**config.mk**
```make
export PLATFORM = sky130hd
export DESIGN_NAME = trap_unit
export DESIGN_NICKNAME = d
export VERILOG_FILES = /design/src/rtl/trap_unit_pkg.sv /design/src/rtl/trap_unit_irq_sync.sv /design/src/rtl/trap_unit.sv
export SDC_FILE = /design/constraint.sdc
export NUM_CORES = 1
export LEC_CHECK = 0
export CAP_MARGIN = 0
export CORE_ASPECT_RATIO = 2
export CORE_MARGIN = 2
export CORE_UTILIZATION = 41
export CTS_CLUSTER_SIZE = 30
export DETAILED_ROUTE_END_ITERATION = 8
export GPL_TIMING_DRIVEN = 0
export HOLD_SLACK_MARGIN = 0.06
export PLACE_DENSITY_LB_ADDON = 0.15
export SYNTH_ARGS = -nofsm -noshare
export SYNTH_HDL_FRONTEND = slang
export SYNTH_SLANG_ARGS = --single-unit
```
**constraint.sdc**
```tcl
create_clock -name clk -period 2 [get_ports clk]
set_input_delay 0.4 -clock clk [delete_from_list [all_inputs] [get_ports clk]]
set_output_delay 0.4 -clock clk [all_outputs]
set_load 0.005 [all_outputs]
```
**src/rtl/trap_unit_pkg.sv**
```systemverilog
// Shared definitions for the trap sequencer: cause codes, FSM state encoding
// and interrupt-bit helpers. TRAP_TVAL_EN enables the trap-value path.
package trap_unit_pkg;

   localparam logic [4:0] CAUSE_INST_MISALIGN  = 5'h00;
   localparam logic [4:0] CAUSE_ILLEGAL        = 5'h02;
   localparam logic [4:0] CAUSE_EBREAK         = 5'h03;
   localparam logic [4:0] CAUSE_LOAD_MISALIGN  = 5'h04;
   localparam logic [4:0] CAUSE_STORE_MISALIGN = 5'h06;
   localparam logic [4:0] CAUSE_ECALL          = 5'h0B;
   localparam logic [4:0] CAUSE_MRET           = 5'h10;
   localparam logic [4:0] CAUSE_IRQ_SOFT       = 5'h13;
   localparam logic [4:0] CAUSE_IRQ_TIMER      = 5'h17;
   localparam logic [4:0] CAUSE_IRQ_EXT        = 5'h1B;

   localparam int CAUSE_IRQ_BIT = 4;
   localparam int NUM_IRQ       = 3;
   localparam int IRQ_EXT_IDX   = 2;
   localparam int IRQ_SOFT_IDX  = 1;
   localparam int IRQ_TIMER_IDX = 0;

   typedef enum logic [1:0] {
      TRAP_IDLE  = 2'd0,
      TRAP_TRAP  = 2'd1,
      TRAP_REDIR = 2'd2
   } trap_state_e;

   // Only address-faulting and illegal-instruction traps carry a meaningful tval.
   function automatic logic tval_applies(input logic [4:0] cause);
      return !cause[CAUSE_IRQ_BIT] &&
             (cause == CAUSE_INST_MISALIGN || cause == CAUSE_ILLEGAL ||
              cause == CAUSE_LOAD_MISALIGN || cause == CAUSE_STORE_MISALIGN);
   endfunction

endpackage

```
**src/rtl/trap_unit_irq_sync.sv**
```systemverilog
// Per-bit multi-flop synchronizer for the asynchronous interrupt request lines.
module irq_sync
   import trap_unit_pkg::*;
#(
   parameter int WIDTH  = NUM_IRQ,
   parameter int STAGES = 2
) (
   input  logic             clk,
   input  logic             rst,
   input  logic [WIDTH-1:0] i_async,
   output logic [WIDTH-1:0] o_sync
);

   logic [STAGES-1:0][WIDTH-1:0] r_chain;

   always_ff @(posedge clk or negedge rst) begin
      if (!rst) begin
         r_chain <= '0;
      end else begin
         r_chain <= {r_chain[STAGES-2:0], i_async};
      end
   end

   assign o_sync = r_chain[STAGES-1];

endmodule

```
**src/rtl/trap_unit.sv**
```systemverilog
// Trap/MRET sequencer in front of the CSR file: picks the highest-priority event,
// pulses the CSR trap inputs, then redirects fetch. TRAP_TVAL_EN adds ex_tval/trap_tval.
module trap_unit
   import trap_unit_pkg::*;
#(
   parameter int XLEN        = 64,
   parameter int SYNC_STAGES = 2
) (
   input  logic            clk,
   input  logic            rst,
   input  logic            ex_valid,
   input  logic [XLEN-1:0] ex_pc,
   input  logic            ex_inst_misalign,
   input  logic            ex_illegal,
   input  logic            ex_ebreak,
   input  logic            ex_ecall,
   input  logic            ex_load_misalign,
   input  logic            ex_store_misalign,
   input  logic            ex_mret,
`ifdef TRAP_TVAL_EN
   input  logic [XLEN-1:0] ex_tval,
   output logic [XLEN-1:0] trap_tval,
`endif
   input  logic            irq_ext,
   input  logic            irq_soft,
   input  logic            irq_timer,
   input  logic            csr_mstatus_mie,
   input  logic [2:0]      csr_mie,
   input  logic [XLEN-1:0] exception_target_pc,
   output logic            exception_flag,
   output logic [4:0]      exception_cause,
   output logic [XLEN-1:0] epc,
   output logic            stall_commit,
   output logic            flush,
   output logic            redirect_valid,
   output logic [XLEN-1:0] redirect_pc,
   input  logic            redirect_ready
);

   logic [NUM_IRQ-1:0] w_irq_sync;
   logic [NUM_IRQ-1:0] w_irq_pend;
   logic               w_event;
   logic [4:0]         w_cause;

   trap_state_e        r_state;
   logic               r_flag;
   logic [4:0]         r_cause;
   logic [XLEN-1:0]    r_epc;
   logic               r_stall;
   logic               r_flush;
   logic               r_rvalid;
   logic [XLEN-1:0]    r_rpc;
`ifdef TRAP_TVAL_EN
   logic [XLEN-1:0]    r_tval;
`endif

   irq_sync #(
      .WIDTH  (NUM_IRQ),
      .STAGES (SYNC_STAGES)
   ) u_irq_sync (
      .clk     (clk),
      .rst     (rst),
      .i_async ({irq_ext, irq_soft, irq_timer}),
      .o_sync  (w_irq_sync)
   );

   assign w_irq_pend = w_irq_sync & csr_mie & {NUM_IRQ{csr_mstatus_mie}};

   // Interrupts outrank exceptions, which outrank MRET.
   always_comb begin
      w_event = 1'b1;
      w_cause = '0;
      if      (w_irq_pend[IRQ_EXT_IDX])   w_cause = CAUSE_IRQ_EXT;
      else if (w_irq_pend[IRQ_SOFT_IDX])  w_cause = CAUSE_IRQ_SOFT;
      else if (w_irq_pend[IRQ_TIMER_IDX]) w_cause = CAUSE_IRQ_TIMER;
      else if (ex_inst_misalign)          w_cause = CAUSE_INST_MISALIGN;
      else if (ex_illegal)                w_cause = CAUSE_ILLEGAL;
      else if (ex_ebreak)                 w_cause = CAUSE_EBREAK;
      else if (ex_ecall)                  w_cause = CAUSE_ECALL;
      else if (ex_load_misalign)          w_cause = CAUSE_LOAD_MISALIGN;
      else if (ex_store_misalign)         w_cause = CAUSE_STORE_MISALIGN;
      else if (ex_mret)                   w_cause = CAUSE_MRET;
      else                                w_event = 1'b0;
   end

   always_ff @(posedge clk or negedge rst) begin
      if (!rst) begin
         r_state  <= TRAP_IDLE;
         r_flag   <= 1'b0;
         r_cause  <= '0;
         r_epc    <= '0;
         r_stall  <= 1'b0;
         r_flush  <= 1'b0;
         r_rvalid <= 1'b0;
         r_rpc    <= '0;
`ifdef TRAP_TVAL_EN
         r_tval   <= '0;
`endif
      end else begin
         case (r_state)
            TRAP_IDLE: begin
               if (ex_valid && w_event) begin
                  r_state <= TRAP_TRAP;
                  r_flag  <= 1'b1;
                  r_cause <= w_cause;
                  r_epc   <= ex_pc;
                  r_stall <= 1'b1;
                  r_flush <= 1'b1;
`ifdef TRAP_TVAL_EN
                  r_tval  <= tval_applies(w_cause) ? ex_tval : '0;
`endif
               end
            end
            // CSR trap inputs live for one cycle; the CSR's answer becomes the redirect.
            TRAP_TRAP: begin
               r_state  <= TRAP_REDIR;
               r_flag   <= 1'b0;
               r_cause  <= '0;
               r_epc    <= '0;
               r_rvalid <= 1'b1;
               r_rpc    <= exception_target_pc;
`ifdef TRAP_TVAL_EN
               r_tval   <= '0;
`endif
            end
            TRAP_REDIR: begin
               if (redirect_ready) begin
                  r_state  <= TRAP_IDLE;
                  r_rvalid <= 1'b0;
                  r_rpc    <= '0;
                  r_stall  <= 1'b0;
                  r_flush  <= 1'b0;
               end
            end
            default: begin
               r_state  <= TRAP_IDLE;
               r_flag   <= 1'b0;
               r_cause  <= '0;
               r_epc    <= '0;
               r_stall  <= 1'b0;
               r_flush  <= 1'b0;
               r_rvalid <= 1'b0;
               r_rpc    <= '0;
            end
         endcase
      end
   end

   assign exception_flag  = r_flag;
   assign exception_cause = r_cause;
   assign epc             = r_epc;
   assign stall_commit    = r_stall;
   assign flush           = r_flush;
   assign redirect_valid  = r_rvalid;
   assign redirect_pc     = r_rpc;
`ifdef TRAP_TVAL_EN
   assign trap_tval       = r_tval;
`endif

endmodule
```
==> reports/qor.yml <==
run_status:
  status: "finished, final reports clean"
clock_tree:
  h-tree-depth: 4
  clkTransAtPathRegs_ns: 0.06
  cts_made_buffers: 17
  cts_tree: "built"
  clock-sinks: 144
  cts_max_path_buffers: 2
  root_buffer: "clkbuf_16"
  clk_latency_ns: 0.41
grt:
  grt_pass1_vias: 6081
  grt_usage_pct: 25.63
  grt_pass1_wl_um: 30530
  grt_max_degree: 77
  antenna_found_initial: 0
  gr-total-overflow: 0
logic_synthesis:
  yosysWarnings: 0
  synth_cells: 509
  syn-cell-area_sq_um: 5862
  netlist_top_cells_area: "dfrtp_1 61%, a22o_1 9.9%, o211ai_1 8.3%"
  synth_fp_nets: 655
  avgSynthCellArea_sq_um: 11.52
  ys_types: 29
  ys_ff_latch: 144
  yosysTopAreaCell: "dfrtp_1"
  ys_seq_area_share_pct: 61.47
  yosysTopAreaCellShare_pct: 61.47
timing:
  finalHoldViolCount: 0
  rsz0062_at_grt: "no"
  min_period_ns: 1.938
  fin_crit_sh_pct: 96.89
  skew_ns: 0.01108
  worst_hold_slack_ns: 0.3479
  setup_viol_count_final: 0
  slew_headroom_pct: 57.53
  worstMarginPinSlew_ns: 0.6370
  timing.fmax_ghz: 0.5160
  drv_slew: 0
routing:
  wire_per_inst_um: 19.09
  ant_nets: 0
  drtPass1Iterations: 4
  dr.first_iter.drc_count: 283
  via_count: 5514
  viasPerCell: 5.433
  wl_um: 19380
  route.detailed.drc: 0
power:
  power_frac_comb_pct: 39.8
  p_switching_mw: 4.088
  irDropWorstVdd_mv: 0.9910
  intPower_mw: 9.308
  seqPwrFrac_pct: 35.2
  pwr_density_cell_nw_per_um2: 1389
  finalPower_mw: 13.40
  clkPwrFrac_pct: 25.0
  leakage_nw: 4.002
  switching_share_pct: 30.52
setup_path:
  worstPathRequired_ns: 2.33
  critical_path.max_fanout: 10
  crit_path_start_kind: "input port"
  path_class: "in2reg"
  endpoint_kind: "flip-flop"
  worst_ep_arrival_time_ns: 2.27
job:
  cap_violations: 0
placed_design:
  portBuffers: 282
  place_congestion: 0.7994
  post-dp-hpwl_um: 14730
layout:
  utilization_pct: 69.07
  n_antenna_cell: 0
  fill_cells: 1063
  syn2layout_area_growth_pct: 64.57
  multiInputGateArea_sq_um: 1997
  layout-drive-gt1-share_pct: 7.748
  nets: 959
  seq_area_sq_um: 3603
die:
  die_h_um: 173.1
  start_util_pct: 41.97
  core_sq_um: 13970
  die-area_sq_um: 15330
  rows: 61
  pin_count: 283
  die_w_um: 88.55
worst_hold_path:
  hp-class: "reg2reg"
-- critical path: stages --
cell	delay, ns
dlygate4sd2_1	0.30
or4_4	0.58
o41ai_4	0.34
buf_6	0.22
buf_6	0.15
nand3_1	0.11
a21oi_2	0.17
-- cells in the final DEF (no fill, tap or decap), drive strengths merged, types with 3 or more instances in the layout --
cell	count
buf	21
dlygate4sd2	3
inv	4
clkinv	3
a21oi	72
clkbuf	63
nor2	3
nand3	73
dfrtp	144
o21ai	3
a22o	66
o211ai	65
bufinv	4
clkdlybuf4s50	277
-- sequential cells by signal, summed over array words and instances (netlist names) --
signal and cells:
flush 1, u_irq_sync.r_chain 3, exception_flag 1, redirect_valid 1
epc 64, r_state 2, u_irq_sync.o_sync 3, redirect_pc 64
exception_cause 5
-- worst paths after layout --
check	start	to	slack, ns	depth (start not counted)
hold / removal	u_irq_sync.r_chain[2]$_DFF_PN0_	u_irq_sync.o_sync[2]$_DFF_PN0_	0.35	0
min in group asynchronous	rst	epc[48]$_DFFE_PN0P_	0.57	2
max in group asynchronous	rst	epc[22]$_DFFE_PN0P_	0.62	3
setup / recovery	ex_illegal	epc[16]$_DFFE_PN0P_	0.06	7
setup reg to reg	r_state[1]$_DFFE_PN0P_	epc[16]$_DFFE_PN0P_	0.13	7
hold reg to reg	u_irq_sync.r_chain[2]$_DFF_PN0_	u_irq_sync.o_sync[2]$_DFF_PN0_	0.35	0
-- timing repair --
action	CTS	global route
gates resized for setup	17	18
pin swaps	1	0
hold buffers	1	0
setup endpoints to repair	71	70
setup buffers	2	0
endpoints found under the hold margin	68	0
-- through the flow --
step / instance area (sq um) / worst slack [ns] / std cells / TNS, ns
floorplan: 5862 / 0.1913 / 509 / 0
global placement: 8921 / -4.988 / 980 / -758.91
detailed placement: 8950 / -0.6894 / 981 / -48.09
CTS: 9628 / 0.01114 / 1015 / 0
global route: 9647 / 0.005638 / 1015 / 0
finish: 9647 / 0.06214 / 1015 / 0
-- layer usage --
metal	vias up	wire, um	track usage (%)
met5	-	0	0
met4	0	667	10.92
met3	40	1315	7.780
met2	233	10800	46.55
met1	2699	6593	26.02
li1	2542	-	-
-- power groups by stage --
stage          sequential, mW  combinational [mW]  clock [mW]
4_1_cts                  4.72                5.37        3.41
6_report                 4.71                5.33        3.35
3_3_place_gp             4.70                5.18           0
5_1_grt                  4.83                5.77        3.55
2_1_floorplan            4.74                1.98           0
3_5_place_dp             4.73                5.32           0
-- cell families (layout without fill, tap and decap cells) --
family                 count (synthesis)  in the layout  synth area share, %
flip-flops                           144            144                61.47
buffers and inverters                 62            379                4.888
AO/OA/AOI/OAI                        215            215                25.93
AND/OR/NAND/NOR                       88             88                7.706
-- cell usage after synthesis (all sizes together) --
cell type  number
a21o            2
a21oi          72
a22o           66
a31oi           1
and2            1
and3            1
buf            18
clkbuf         43
dfrtp         144
inv             1
nand2           1
nand2b          1
nand3          73
nand3b          1
nor2            3
nor2b           2
nor3            2
nor4            1
nor4b           1
o2111ai         1
o211ai         65
o21a            2
o21ai           3
o2bb2ai         2
o41ai           1
or4             1
-- layout make-up --
| type | instances | area share [%] |
|---|---|---|
| plain buffers | 60 | 3.152 |
| multi-input cells | 303 | 20.70 |
| flip-flops and latches | 144 | 37.35 |
| inverters | 1 | 0.03891 |
| repair buffers | 286 | 29.81 |
| clock buffers | 20 | 4.630 |
| clock inverters | 12 | 1.868 |
| well taps | 189 | 2.451 |
Power figures use the tool's default switching activity.
